### config.mk
export PLATFORM = sky130hd
export DESIGN_NAME = serializer_5bit_tx_flat
export DESIGN_NICKNAME = d
export VERILOG_FILES = /design/src/rtl/serializer_5bit_tx_pkg.sv /design/src/rtl/serializer_5bit_tx_if.sv /design/src/rtl/serializer_5bit_tx.sv /design/src/flat_wrapper.sv
export SDC_FILE = /design/constraint.sdc
export NUM_CORES = 1
export LEC_CHECK = 0
export BUFFER_PORTS_ARGS = -buffer_cell sky130_fd_sc_hd__clkbuf_2
export CAP_MARGIN = 20
export CORE_MARGIN = 10
export CORE_UTILIZATION = 50
export CTS_CLUSTER_DIAMETER = 60
export DETAILED_ROUTE_END_ITERATION = 8
export PLACE_DENSITY_LB_ADDON = 0.2
export SYNTH_ARGS = -nofsm -noshare
export SYNTH_HDL_FRONTEND = slang
export SYNTH_SLANG_ARGS = --single-unit
### constraint.sdc
create_clock -name clk -period 1.43 [get_ports clk]
set_input_delay 0.0715 -clock clk [delete_from_list [all_inputs] [get_ports clk]]
set_output_delay 0.0715 -clock clk [all_outputs]
set_load 0.05 [all_outputs]
### src/rtl/serializer_5bit_tx_pkg.sv
// rtl/serializer_5bit_tx_pkg.sv - shared word/counter widths, state encoding and default words
//
// Purpose: common definitions for the 5-bit serial transmitter.
//   WORD_W / CNT_W            : word width and bit-counter width
//   state_e                   : one-hot INIT / TRAIN / DATA encoding
//   DEF_TRAIN_PATTERN         : single-one alignment marker sent after reset
//   DEF_IDLE_WORD             : filler word when nothing is buffered
package serializer_5bit_tx_pkg;

  localparam int WORD_W = 5;
  localparam int CNT_W  = 3;

  typedef logic [WORD_W-1:0] word_t;
  typedef logic [CNT_W-1:0]  bit_cnt_t;

  typedef enum logic [2:0] {
    ST_INIT  = 3'b001,
    ST_TRAIN = 3'b010,
    ST_DATA  = 3'b100
  } state_e;

  localparam word_t    DEF_TRAIN_PATTERN = 5'b10000;
  localparam word_t    DEF_IDLE_WORD     = 5'b00000;

  // Bit counter value while the last (LSB) bit of a word is on the line.
  localparam bit_cnt_t LAST_BIT = 3'd4;

endpackage

### src/rtl/serializer_5bit_tx_if.sv
// rtl/serializer_5bit_tx_if.sv - word input handshake of the serial transmitter
//
// Purpose: groups the valid/ready word interface.
//   data_i  : word to transmit, bit 4 goes out first
//   valid_i : data_i is valid
//   ready_o : transmitter can take a word this cycle
// Modports: master = word source, slave = transmitter.
interface serializer_5bit_tx_if;
  import serializer_5bit_tx_pkg::*;

  word_t data_i;
  logic  valid_i;
  logic  ready_o;

  modport master (output data_i, output valid_i, input ready_o);
  modport slave  (input data_i, input valid_i, output ready_o);

endinterface

### src/rtl/serializer_5bit_tx.sv
// rtl/serializer_5bit_tx.sv - 5-bit MSB-first serializer with training and idle fill
//
// Purpose: accepts 5-bit words, buffers one, and shifts each out MSB-first at
// one bit per clock. After reset TRAIN_WORDS copies of TRAIN_PATTERN are sent,
// then data words, with IDLE_WORD filling any gap so the line never stalls.
// Ports:
//   clk          : clock, all state on the rising edge
//   reset        : synchronous active-high reset
//   in_if        : word handshake (slave side: data_i, valid_i in, ready_o out)
//   serial_o     : serial line bit (shift register MSB)
//   word_start_o : high while serial_o carries bit 4 of a word
//   train_o      : high for every bit of a training word
//   idle_o       : high for every bit of an inserted idle word
module serializer_5bit_tx
  import serializer_5bit_tx_pkg::*;
#(
  parameter int    TRAIN_WORDS   = 16,
  parameter word_t TRAIN_PATTERN = DEF_TRAIN_PATTERN,
  parameter word_t IDLE_WORD     = DEF_IDLE_WORD
) (
  input  logic                  clk,
  input  logic                  reset,
  serializer_5bit_tx_if.slave   in_if,
  output logic                  serial_o,
  output logic                  word_start_o,
  output logic                  train_o,
  output logic                  idle_o
);

  localparam int WCNT_W = (TRAIN_WORDS > 1) ? $clog2(TRAIN_WORDS) : 1;
  localparam logic [WCNT_W-1:0] LAST_TRAIN = WCNT_W'(TRAIN_WORDS - 1);

  state_e            state_q, state_d;
  word_t             shift_q, shift_d;
  bit_cnt_t          bit_cnt_q, bit_cnt_d;
  logic [WCNT_W-1:0] word_cnt_q, word_cnt_d;
  word_t             buf_q, buf_d;
  logic              buf_valid_q, buf_valid_d;
  logic              word_start_q, word_start_d;
  logic              train_q, train_d;
  logic              idle_q, idle_d;

  logic ready;
  logic handshake;
  logic boundary;
  logic load_next;

  assign ready     = (state_q != ST_INIT) && !buf_valid_q;
  assign handshake = in_if.valid_i && ready;
  assign boundary  = (bit_cnt_q == LAST_BIT);

  always_comb begin
    state_d      = state_q;
    shift_d      = {shift_q[WORD_W-2:0], 1'b0};
    bit_cnt_d    = boundary ? '0 : bit_cnt_t'(bit_cnt_q + 1'b1);
    word_cnt_d   = word_cnt_q;
    buf_d        = buf_q;
    buf_valid_d  = buf_valid_q;
    word_start_d = 1'b0;
    train_d      = train_q;
    idle_d       = idle_q;
    load_next    = 1'b0;

    case (state_q)
      ST_INIT: begin
        shift_d      = TRAIN_PATTERN;
        bit_cnt_d    = '0;
        word_cnt_d   = '0;
        word_start_d = 1'b1;
        train_d      = 1'b1;
        idle_d       = 1'b0;
        state_d      = ST_TRAIN;
      end
      ST_TRAIN: begin
        if (boundary) begin
          if (word_cnt_q == LAST_TRAIN) begin
            load_next = 1'b1;
            state_d   = ST_DATA;
          end else begin
            shift_d      = TRAIN_PATTERN;
            word_cnt_d   = WCNT_W'(word_cnt_q + 1'b1);
            word_start_d = 1'b1;
          end
        end
      end
      ST_DATA: begin
        load_next = boundary;
      end
      default: begin
        // Unreachable encodings fall back to a clean restart.
        state_d = ST_INIT;
      end
    endcase

    // Word boundary into (or within) DATA: buffered word, then bypass, then idle.
    if (load_next) begin
      word_start_d = 1'b1;
      train_d      = 1'b0;
      if (buf_valid_q) begin
        shift_d     = buf_q;
        buf_valid_d = 1'b0;
        idle_d      = 1'b0;
      end else if (handshake) begin
        shift_d = in_if.data_i;
        idle_d  = 1'b0;
      end else begin
        shift_d = IDLE_WORD;
        idle_d  = 1'b1;
      end
    end

    // A handshake that did not go straight onto the line parks in the buffer.
    // ready is low whenever the buffer is full, so this never overwrites it.
    if (handshake && !load_next) begin
      buf_d       = in_if.data_i;
      buf_valid_d = 1'b1;
    end
  end

  always_ff @(posedge clk) begin
    if (reset) begin
      state_q      <= ST_INIT;
      shift_q      <= '0;
      bit_cnt_q    <= '0;
      word_cnt_q   <= '0;
      buf_q        <= '0;
      buf_valid_q  <= 1'b0;
      word_start_q <= 1'b0;
      train_q      <= 1'b0;
      idle_q       <= 1'b0;
    end else begin
      state_q      <= state_d;
      shift_q      <= shift_d;
      bit_cnt_q    <= bit_cnt_d;
      word_cnt_q   <= word_cnt_d;
      buf_q        <= buf_d;
      buf_valid_q  <= buf_valid_d;
      word_start_q <= word_start_d;
      train_q      <= train_d;
      idle_q       <= idle_d;
    end
  end

  assign in_if.ready_o = ready;
  assign serial_o      = shift_q[WORD_W-1];
  assign word_start_o  = word_start_q;
  assign train_o       = train_q;
  assign idle_o        = idle_q;

endmodule

### src/flat_wrapper.sv
// flat-port wrapper written by rule: the top's interface ports become plain ports
module serializer_5bit_tx_flat import serializer_5bit_tx_pkg::*;
#(
  parameter int    TRAIN_WORDS   = 16,
  parameter word_t TRAIN_PATTERN = DEF_TRAIN_PATTERN,
  parameter word_t IDLE_WORD     = DEF_IDLE_WORD
)
  (clk, reset, serial_o, word_start_o, train_o, idle_o, in_if_data_i, in_if_valid_i, in_if_ready_o);
  serializer_5bit_tx_if in_if_i ();
  input  logic clk;
  input  logic reset;
  output logic serial_o;
  output logic word_start_o;
  output logic train_o;
  output logic idle_o;
  input wire logic [$bits(in_if_i.data_i)-1:0] in_if_data_i;
  input wire logic [$bits(in_if_i.valid_i)-1:0] in_if_valid_i;
  output wire logic [$bits(in_if_i.ready_o)-1:0] in_if_ready_o;
  assign in_if_i.data_i = in_if_data_i;
  assign in_if_i.valid_i = in_if_valid_i;
  assign in_if_ready_o = in_if_i.ready_o;
  serializer_5bit_tx #(.TRAIN_WORDS(TRAIN_WORDS), .TRAIN_PATTERN(TRAIN_PATTERN), .IDLE_WORD(IDLE_WORD)) u_core (.clk(clk), .reset(reset), .in_if(in_if_i), .serial_o(serial_o), .word_start_o(word_start_o), .train_o(train_o), .idle_o(idle_o));
endmodule
After elaboration in Yosys (flattened, before gate mapping)
Index checks and enable logic that the tools add are counted.
{"block": "totals", "reg_bits": 24, "wordCells": 58}
{"block": "op_classes", "mux": 25, "eq_ne": 9, "reduce_logical": 12, "addsub": 2, "bitwise": 1}
{"op": "2-to-1 mux 5 bit", "count": 5}
{"op": "2-to-1 mux 1 bit", "count": 11}
{"op": "one-hot mux 5 bit (2 select lines)", "count": 1}
{"op": "one-hot mux 3 bit (3 select lines)", "count": 1}
{"op": "2-to-1 mux 4 bit", "count": 2}
{"op": "one-hot mux 4 bit (2 select lines)", "count": 1}
{"op": "== test 3 bit, second input constant", "count": 2}
{"op": "2-to-1 mux 3 bit", "count": 2}
{"op": "AND reduction 3 bit", "count": 2}
{"op": "nonzero test 2 bit", "count": 3}
{"op": "adder 4 x 1 -> 4 bit, second input constant", "count": 1}
{"op": "== test 4 bit, second input constant", "count": 1}
{"op": "!= test 2 x 1 -> 1 bit, second input constant", "count": 2}
{"op": "one-hot mux 1 bit (2 select lines)", "count": 2}
{"op": "adder 3 x 1 -> 3 bit, second input constant", "count": 1}
{"op": "== test 3 x 1 -> 1 bit, second input constant", "count": 1}
{"op": "== test 3 x 2 -> 1 bit, second input constant", "count": 1}
{"op": "logical AND 1 bit", "count": 3}
{"op": "!= test 3 x 1 -> 1 bit, second input constant", "count": 1}
{"op": "OR reduction 3 bit", "count": 1}
{"op": "logical NOT 1 bit", "count": 2}
{"op": "!= test 2 bit, second input constant", "count": 1}
{"op": "OR reduction 2 bit", "count": 1}
{"op": "NOT 1 bit", "count": 1}

Depth between registers and ports, before layout
Gate-level depths: netlist of the first run.
{"block": "depth", "ltp_word": 7, "mapped_depth": 6, "ltp_nobuf": 6}

Least setup slack after synthesis of the first run
Ideal clock, no wire load.
{"block": "synth_path", "path_kind": "reg2reg", "startpoint": "register u_core.word_cnt_q[0]", "endpoint": "register u_core.shift_q[1]", "period_less_slack_ps": 1393, "required_time_ps": 1338, "path_buffers": 0, "setup_ps": 92, "slack_ps": 37, "arrival_time_ps": 1301, "path_stages_with_launch": 6, "cell_sequence": "dfxtp_1 -> ha_1 -> nand3_1 -> o21ai_2 -> nand2_1 -> o32ai_1"}
{"block": "synth_between", "elab_chain_cells": 5, "word_cells_on_any_way": 8}
{"element": "from (decl)", "line_no": "serializer_5bit_tx.sv:36", "source": "logic [WCNT_W-1:0] word_cnt_q, word_cnt_d;"}
{"element": "from (signal assigned)", "line_no": "serializer_5bit_tx.sv:135", "source": "word_cnt_q <= word_cnt_d;"}
{"element": "== test 4 bit *", "line_no": "serializer_5bit_tx.sv:76", "source": "if (word_cnt_q == LAST_TRAIN) begin"}
{"element": "2-to-1 mux 5 bit or 2-to-1 mux 1 bit (tied branches)", "line_no": "serializer_5bit_tx.sv:76"}
{"element": "2-to-1 mux 5 bit or 2-to-1 mux 1 bit (tied branches)", "line_no": "serializer_5bit_tx.sv:75", "source": "if (boundary) begin"}
{"element": "one-hot mux 5 bit (2 select lines) or one-hot mux 1 bit (2 select lines) (tied branches)", "line_no": "serializer_5bit_tx.sv:64", "source": "case (state_q)"}
{"element": "2-to-1 mux 5 bit *", "line_no": "serializer_5bit_tx.sv:96", "source": "if (load_next) begin"}
{"element": "to (signal assigned)", "line_no": "serializer_5bit_tx.sv:133", "source": "shift_q <= shift_d;"}
{"element": "to (decl)", "line_no": "serializer_5bit_tx.sv:34", "source": "word_t shift_q, shift_d;"}
Every way passes the cells marked *; elsewhere a longest branch is shown, timed or not.
A chain may end at the register's enable or synchronous reset.

Final worst setup path of the first run
{"block": "layout_path", "startpoint": "register u_core.state_q[1]", "endpoint": "register u_core.shift_q[3]"}
{"block": "layout_between", "elab_chain_cells": 6, "word_cells_on_any_way": 11}
{"element": "from (decl)", "line_no": "serializer_5bit_tx.sv:33", "source": "state_e state_q, state_d;"}
{"element": "from (signal assigned)", "line_no": "serializer_5bit_tx.sv:132", "source": "state_q <= state_d;"}
{"element": "!= test 3 x 1 -> 1 bit", "line_no": "serializer_5bit_tx.sv:48", "source": "assign ready = (state_q != ST_INIT) && !buf_valid_q;"}
{"element": "logical AND 1 bit", "line_no": "serializer_5bit_tx.sv:48"}
{"element": "logical AND 1 bit", "line_no": "serializer_5bit_tx.sv:49", "source": "assign handshake = in_if.valid_i && ready;"}
{"element": "2-to-1 mux 5 bit", "line_no": "serializer_5bit_tx.sv:103", "source": "end else if (handshake) begin"}
{"element": "2-to-1 mux 5 bit", "line_no": "serializer_5bit_tx.sv:99", "source": "if (buf_valid_q) begin"}
{"element": "2-to-1 mux 5 bit *", "line_no": "serializer_5bit_tx.sv:96"}
Marks and branches as above.

==> impl_results.md, run 1 <==
* Class of the tightest hold or removal check: in2reg
* Number of instances in the synthesized netlist at 130
* Cell-by-cell listing of the critical path: nor3b_4 > nor3b_4 > buf_4 > a22oi_1 > o32ai_2
* Startpoint of the worst hold path: in_if_data_i[3]
* Final critical-path setup slack at 0.0297 ns
* Cell taking the most area after synthesis: dfxtp_1
* Fillers at 182
* Internal Pwr Total at 1.08 mW
* CTS sink cnt at 24
* Max-cap check violation count at 0
* Number of antenna violations at the first check in global routing at 0
* Post-placement setup slack at -0.102 ns
* CTS tree: done
* Final Slew Violations at 0
* Cell occurring most often along the worst timing path: nor3b_4
* Detailed-routing iteration count for the pre-antenna-repair pass at 4
* Endpoint arrival time on the critical path at 1.61 ns
* Fin crit period at 1.40 ns
* Number of DRC markers after the initial detailed-route iteration at 64
* Count of endpoints failing setup in the final report at 0
* Residual antenna-violating net count after detailed routing at 0
* Number of buffers added by the clock tree synthesis step at 3
* Share of layout cells above drive strength 1 at 40.0%
* Floorplan die height at 68.5 microns
* Sequential share of power at 47.7%
* Sequential cell area fraction in the yosys report at 40.9%
* Setup CP Type: reg2reg
* Die ar. at 0.00469 sq mm
* Part of the total power dissipated in the clock network at 23.0%
* Part of the cycle the worst path needs at 97.9%
* # port buffers at 12
* Yosys warning total at 0
* Highest ir drop seen on vdd at 0.657 mV
* Relative slew slack at 73.9%
* Residual DRC at 0
* Aggregate global routing overflow at 0
* Pwr dens at 989 mW/mm^2
* Worst clock skew at 0.00338 ns
* Number of hold violations in the final report at 0
* Total number of placement rows at 17
* Most used DFF post-synth: dfxtp_1
* Number of nets produced by synthesis at 141
* Unrepaired setup endpoints after global routing: true
* Number of synthesized register bits at 24
* Final weighted congestion in routability-driven placement at 0.811
* Post-Syn Area per Cell at 9.03 sq um
* Net switching component of the power at 0.478 mW
* Post-Route Utilization at 70.4%
* Average wire per cell in the routed design at 14.5 microns
* Pin slew with the least headroom to its limit at 0.387 ns
* Run status: completed
* Startpoint types: flop
* Async set-reset flop share out of synthesis at 0%
* Number of primary I/O pins at 13
* Most frequent cell after synthesis: dfxtp_1
* Die X at 68.5 microns
* First-pass GRT wire length at 4.62 mm
* Synth area leaders: dfxtp_1, nand2_1, mux2i_1
* Max Fclk at 714 MHz
* Critical-path maximum fanout at 5
* Net Sw Frac at 30.8%
* Core region area at 0.00223 sq mm
* Post-detailed-route via-to-cell ratio at 5.50
* Most numerous cell types in the synthesized netlist: dfxtp_1, nand2_1, nor2_1, nor3_1, inv_1
* Number of H-tree levels at 1
* Number of global-route vias before repair at 1,025
* Mapped cell area at 0.00117 sq mm
* Share of total power in combinational logic at 29.3%
* Number of synthesized flops with an enable pin at 0
* Clock-pin transition on the worst setup and hold timing paths at 0.13 ns
* Area share of the largest cell type after synthesis at 40.9%
* Required time of the worst setup path at 1.64 ns
* Startpoint of the lowest-slack register-to-register path: u_core.state_q[1]$_SDFFE_PP0P_
* Pin count of the biggest net entering global routing at 14
* Final-layout setup total negative slack at 0 ns
* Global-route usage over all layers at 12.4%
* Setup crit end kind: flop
* Clock Tree Buf Depth at 2
* Vias at 1,061
* Clk_lat worst skew at 0.31 ns
* Effective utilization at floorplan at 52.5%
* Number of diodes at 0
* Net count, final at 177
* P&R area growth vs syn at 33.9%
* Number of distinct library cells after synthesis at 36
* Wire length reported by the detailed router at 2.81 mm
* Leakage at 0.627 nW
* Hpwl dp at 1.93 mm
* Crit path max-delay cell type: dfxtp_2
* Buffer cell driving the clock tree root: clkbuf_4
* Worst setup path startpoint: u_core.state_q[1]$_SDFFE_PP0P_
* Crit path largest cell delay at 0.38 ns
power by group through the flow:
stage | logic (mW) | clock network [mW] | registers (mW)
after global routing | 0.493 | 0.403 | 0.747
after global placement | 0.347 | 0 | 0.752
after detailed placement | 0.354 | 0 | 0.755
after CTS | 0.406 | 0.364 | 0.740
final | 0.455 | 0.357 | 0.742
after floorplan | 0.237 | 0 | 0.778
through the flow:
step / power (mW) / cell area [sq um] / instances / hold slack (ns)
after floorplan: 1.02 / 1170 / 130 / 0.214
after global placement: 1.10 / 1330 / 177 / 0.316
after detailed placement: 1.11 / 1330 / 177 / 0.325
after CTS: 1.51 / 1470 / 189 / 0.00967
after global routing: 1.64 / 1570 / 193 / 0.00548
final: 1.55 / 1570 / 193 / 0.0114
final timing paths:
check        slack (ns)  cells after the start                            to
max                0.03                      5  u_core.shift_q[3]$_SDFF_PP0_
min                0.01                      3  u_core.buf_q[3]$_SDFFE_PP0P_
max reg2reg        0.03                      5  u_core.shift_q[3]$_SDFF_PP0_
min reg2reg        0.47                      2  u_core.buf_q[2]$_SDFFE_PP0P_
kinds of logic after synthesis:
kind of cell	share of synthesized area, %
flops	40.9
buf+inv	6.50
mux	4.26
simple gates	26.7
xor+xnor	2.24
compound gates	16.2
fa+ha+maj	3.20
final cells by class:
type	instances	area [sq um]	share of cell area (%)
Clock buffer	4	36.3	2.31
Timing Repair Buffer	38	279	17.8
Inverter	8	30.0	1.91
Tap cell	28	35.0	2.23
Multi-Input combinational cell	91	697	44.3
Sequential cell	24	494	31.4
critical path, delay by kind of cell, from the launching register on:
kind,cells,cell delay (ns)
AOI/OAI and AO/OA,2,0.39
DFF,1,0.38
and+or+nand+nor,2,0.38
buffers and inverters,1,0.15
cell usage in the layout, fill, tap and decap left out, drive strengths merged, types with 3 or more instances in the layout:
cell / count
dfxtp: 24
buf: 23
nand2: 15
clkbuf: 15
nor3: 9
nor2: 9
inv: 8
nand3: 7
a21oi: 7
mux2i: 5
a22oi: 4
dlygate4sd3: 4
o32ai: 3
and3: 3
o31ai: 3
o21ai: 3
ha: 3
per-layer routing:
metal  vias up  track usage, %  share of wire [%]
li1        531               -                  -
met1       504            17.1                 48
met2        22            18.9                 47
met3         4            3.10                4.7
met4         0            3.02               0.82
met5         -               0                  0
registers in the layout, indices dropped and copies added (netlist names):
register / count
u_core.shift_q: 5
u_core.word_start_o: 1
u_core.buf_q: 5
u_core.state_q: 3
u_core.bit_cnt_q: 3
u_core.train_o: 1
u_core.buf_valid_q: 1
u_core.word_cnt_q: 4
u_core.idle_o: 1
repair_timing:
item	CTS	global route
pin swaps	5	7
resized for setup	12	17
hold buffers	4	0
hold endpoints to repair	4	0
setup buffers	4	4
endpoints found under the setup margin	12	19
Power figures use the tool's default switching activity.
==> run 2: changes to the inputs <==
Settings changed: BUFFER_PORTS_ARGS -buffer_cell sky130_fd_sc_hd__clkbuf_2 to unset, CORE_UTILIZATION 50 to 54, DONT_BUFFER_PORTS set to 1, GPL_TIMING_DRIVEN set to 0.
==> run 2 against run 1 <==
Effect of this change:
- combinational power decreased by 23%
- critical path depth unchanged
- sequential power increased by 6.3%
- routed wire length increased by 0.89%
- first-iteration DRC count increased by 36%
- utilization increased by 3.8 points
- register-to-register slack about the same
- non-clock buffer count decreased by 18
==> impl_results.md, run 2 (synthesis results as in run 1) <==
* CTS tree: done
* Max Fclk at 710 MHz (-0.64%)
* Wire length reported by the detailed router at 2.83 mm (+0.89%)
* Share of layout cells above drive strength 1 at 31.3% (-8.7 points)
* Floorplan die height at 66.6 microns (-2.7%)
* Setup crit end kind: flop
* Required time of the worst setup path at 1.69 ns (+0.05 ns)
* Commonest non-fill, non-tap cell in the layout: dfxtp_1
* Clock-pin transition on the worst setup and hold timing paths at 0.15 ns (+0.02 ns)
* Worst clock skew at 0.0202 ns (+0.0168 ns)
* Residual antenna-violating net count after detailed routing at 0 (unchanged)
* Part of the cycle the worst path needs at 98.6% (+0.63 points)
* P&R area growth vs syn at 27.8%
* Die ar. at 0.00444 sq mm (-5.3%)
* Residual DRC at 0 (unchanged)
* Total number of placement rows at 16 (-1)
* Max-cap check violation count at 0 (unchanged)
* Relative slew slack at 62.1% (-12 points)
* Largest registers: u_core.buf_q x5, u_core.shift_q x5, u_core.word_cnt_q x4
* Class of the tightest hold or removal check: in2reg
* Number of global-route vias before repair at 994 (-3.0%)
* Leakage at 0.528 nW (-16%)
* Clock Tree Buf Depth at 2 (unchanged)
* Detailed-routing iteration count for the pre-antenna-repair pass at 4 (unchanged)
* Unrepaired setup endpoints after global routing: true
* Cell-by-cell listing of the critical path: nand2b_4 > o21ai_2 > buf_4 > a21boi_4 > mux2i_1
* Count of endpoints failing setup in the final report at 0 (unchanged)
* CP top delay family: flip-flops
* Pwr dens at 1090 mW/mm^2 (+10%)
* Overall power at 1.63 mW (+5.0%)
* Run status: completed
* Met1 usage at 16.6% (-0.42 points)
* Pin slew with the least headroom to its limit at 0.568 ns (+0.181 ns)
* Hpwl dp at 1.88 mm (-2.2%)
* Vias at 1,017 (-4.1%)
* Endpoint of the worst register-to-register path: u_core.buf_q[2]$_SDFFE_PP0P_
* Count of buffering cells on the critical path with inverters included at 1 (unchanged)
* CTS sink cnt at 24 (unchanged)
* # port buffers at 0 (-12)
* Startpoint of the lowest-slack register-to-register path: u_core.state_q[2]$_SDFFE_PP0P_
* Fin crit period at 1.41 ns (+0.00898 ns)
* Register-to-register path setup slack at 0.02 ns (about the same)
* Number of DRC markers after the initial detailed-route iteration at 87 (+36%)
* GR Layer Usage met3 at 3.01% (-0.089 points)
* Most used cells in the layout excluding fill and tap cells: dfxtp_1, nand2_1, nor3_1, inv_1, buf_4
* Clk_lat worst skew at 0.32 ns (about the same)
* Buffer cell driving the clock tree root: clkbuf_4
* Number of hold violations in the final report at 0 (unchanged)
* Minimum hold slack at 0.0576 ns (+0.0462 ns)
* Number of H-tree levels at 1 (unchanged)
* Average wire per cell in the routed design at 16.3 microns (+12%)
* Global-route usage over all layers at 12.9% (+0.43 points)
* First-pass GRT wire length at 4.61 mm (-0.30%)
* Startpoint types: flop
* Number of antenna violations at the first check in global routing at 0 (unchanged)
* Effective utilization at floorplan at 58.0% (+5.5 points)
* Worst Hold Path Cells at 2 (-1)
* Cell count of the worst reg-to-reg path at 5 (unchanged)
* Startpoint of the worst hold path: in_if_data_i[3]
* Critical-path maximum fanout at 9 (+4)
* Pin count of the biggest net entering global routing at 15 (+1)
* Die X at 66.6 microns (-2.7%)
* Crit path largest cell delay at 0.47 ns (+0.09 ns)
* Number of diodes at 0 (unchanged)
* Post-detailed-route via-to-cell ratio at 5.84 (+6.3%)
* Core region area at 0.00202 sq mm (-9.5%)
* Setup CP Type: reg2reg
* Final weighted congestion in routability-driven placement at 0.793 (-2.3%)
* Post-Route Utilization at 74.2% (+3.8 points)
* Net count, final at 159 (-10%)
* Aggregate global routing overflow at 0 (unchanged)
* Number of buffers added by the clock tree synthesis step at 3 (unchanged)
* Worst hold path endpoint: u_core.shift_q[3]$_SDFF_PP0_
* Crit path max-delay cell type: dfxtp_2
* Final-layout setup total negative slack at 0 ns (unchanged)
* Met2 Usage GRT at 20.7% (+1.8 points)
* Endpoint arrival time on the critical path at 1.67 ns (+0.06 ns)
* Highest ir drop seen on vdd at 0.899 mV (+37%)
* Final Slew Violations at 0 (unchanged)
* Number of primary I/O pins at 13 (unchanged)
* Peak-usage layer in the global routing report: met2
-- run 2: changes by cell type in the layout (fill, tap and decap cells not counted), sizes merged --
| cell | change |
|---|---|
| clkbuf | -9 |
| dlygate4sd3 | +3 |
| bufinv | +1 |
| buf | -13 |
-- run 2: cell type report --
class	count	area [sq um]
buffer	4	16.3
clock buffer	3	22.5
clock inverter	1	30.0
fill	144	522
inverter	8	30.0
multi-input combinational	91	729
sequential	24	497
tap	27	33.8
timing repair buffer	16	141
-- run 2: per-layer routing --
metal  wire length (microns)  share of wire, %
met5                       0                 0
met4                      21              0.74
met3                     213               7.5
met2                    1360                48
met1                    1240                44
-- run 2: power breakdown --
group          internal, mW  total [mW]  switching [mW]
clock network         0.283       0.493           0.210
registers             0.712       0.789          0.0770
logic                 0.165       0.350           0.185
total                  1.16        1.63           0.472
-- run 2: worst max path at each step --
stage                     cells past startpoint                              start                           end  slack, ns
after floorplan                               5  u_core.word_cnt_q[0]$_SDFFE_PP0P_  u_core.shift_q[1]$_SDFF_PP0_       0.04
after global routing                          4     u_core.state_q[0]$_SDFFE_PP1P_  u_core.buf_q[0]$_SDFFE_PP0P_      -0.05
final                                         5     u_core.state_q[2]$_SDFFE_PP0P_  u_core.buf_q[2]$_SDFFE_PP0P_       0.02
after detailed placement                      5  u_core.word_cnt_q[0]$_SDFFE_PP0P_  u_core.shift_q[2]$_SDFF_PP0_      -0.27
after global placement                        5  u_core.word_cnt_q[0]$_SDFFE_PP0P_  u_core.shift_q[2]$_SDFF_PP0_      -0.13
after CTS                                     6  u_core.word_cnt_q[0]$_SDFFE_PP0P_  u_core.buf_q[2]$_SDFFE_PP0P_     0.0009
-- run 2: worst reg2reg max path, delay by kind of cell (launching register included) --
family / cells / cell delay [ns]
multiplexers: 1 / 0.22
flip-flops: 1 / 0.47
AND/OR/NAND/NOR: 1 / 0.22
AO/OA/AOI/OAI: 2 / 0.31
buffers and inverters: 1 / 0.15
-- run 2: stage by stage --
step,area (sq um),setup slack (ns),cells
3_3_place_gp,1210,-0.131,157
5_1_grt,1500,-0.0528,174
3_5_place_dp,1210,-0.265,157
6_report,1500,0.0207,174
2_1_floorplan,1170,0.0367,130
4_1_cts,1400,0.000872,171
-- run 2: repair_timing --
action,in CTS,in global routing
endpoints found under the hold margin,7,1
setup endpoints to repair,15,20
setup buffers,6,3
hold buffers,6,1
pin swaps,7,8
resized for setup,17,15
cloned,0,0
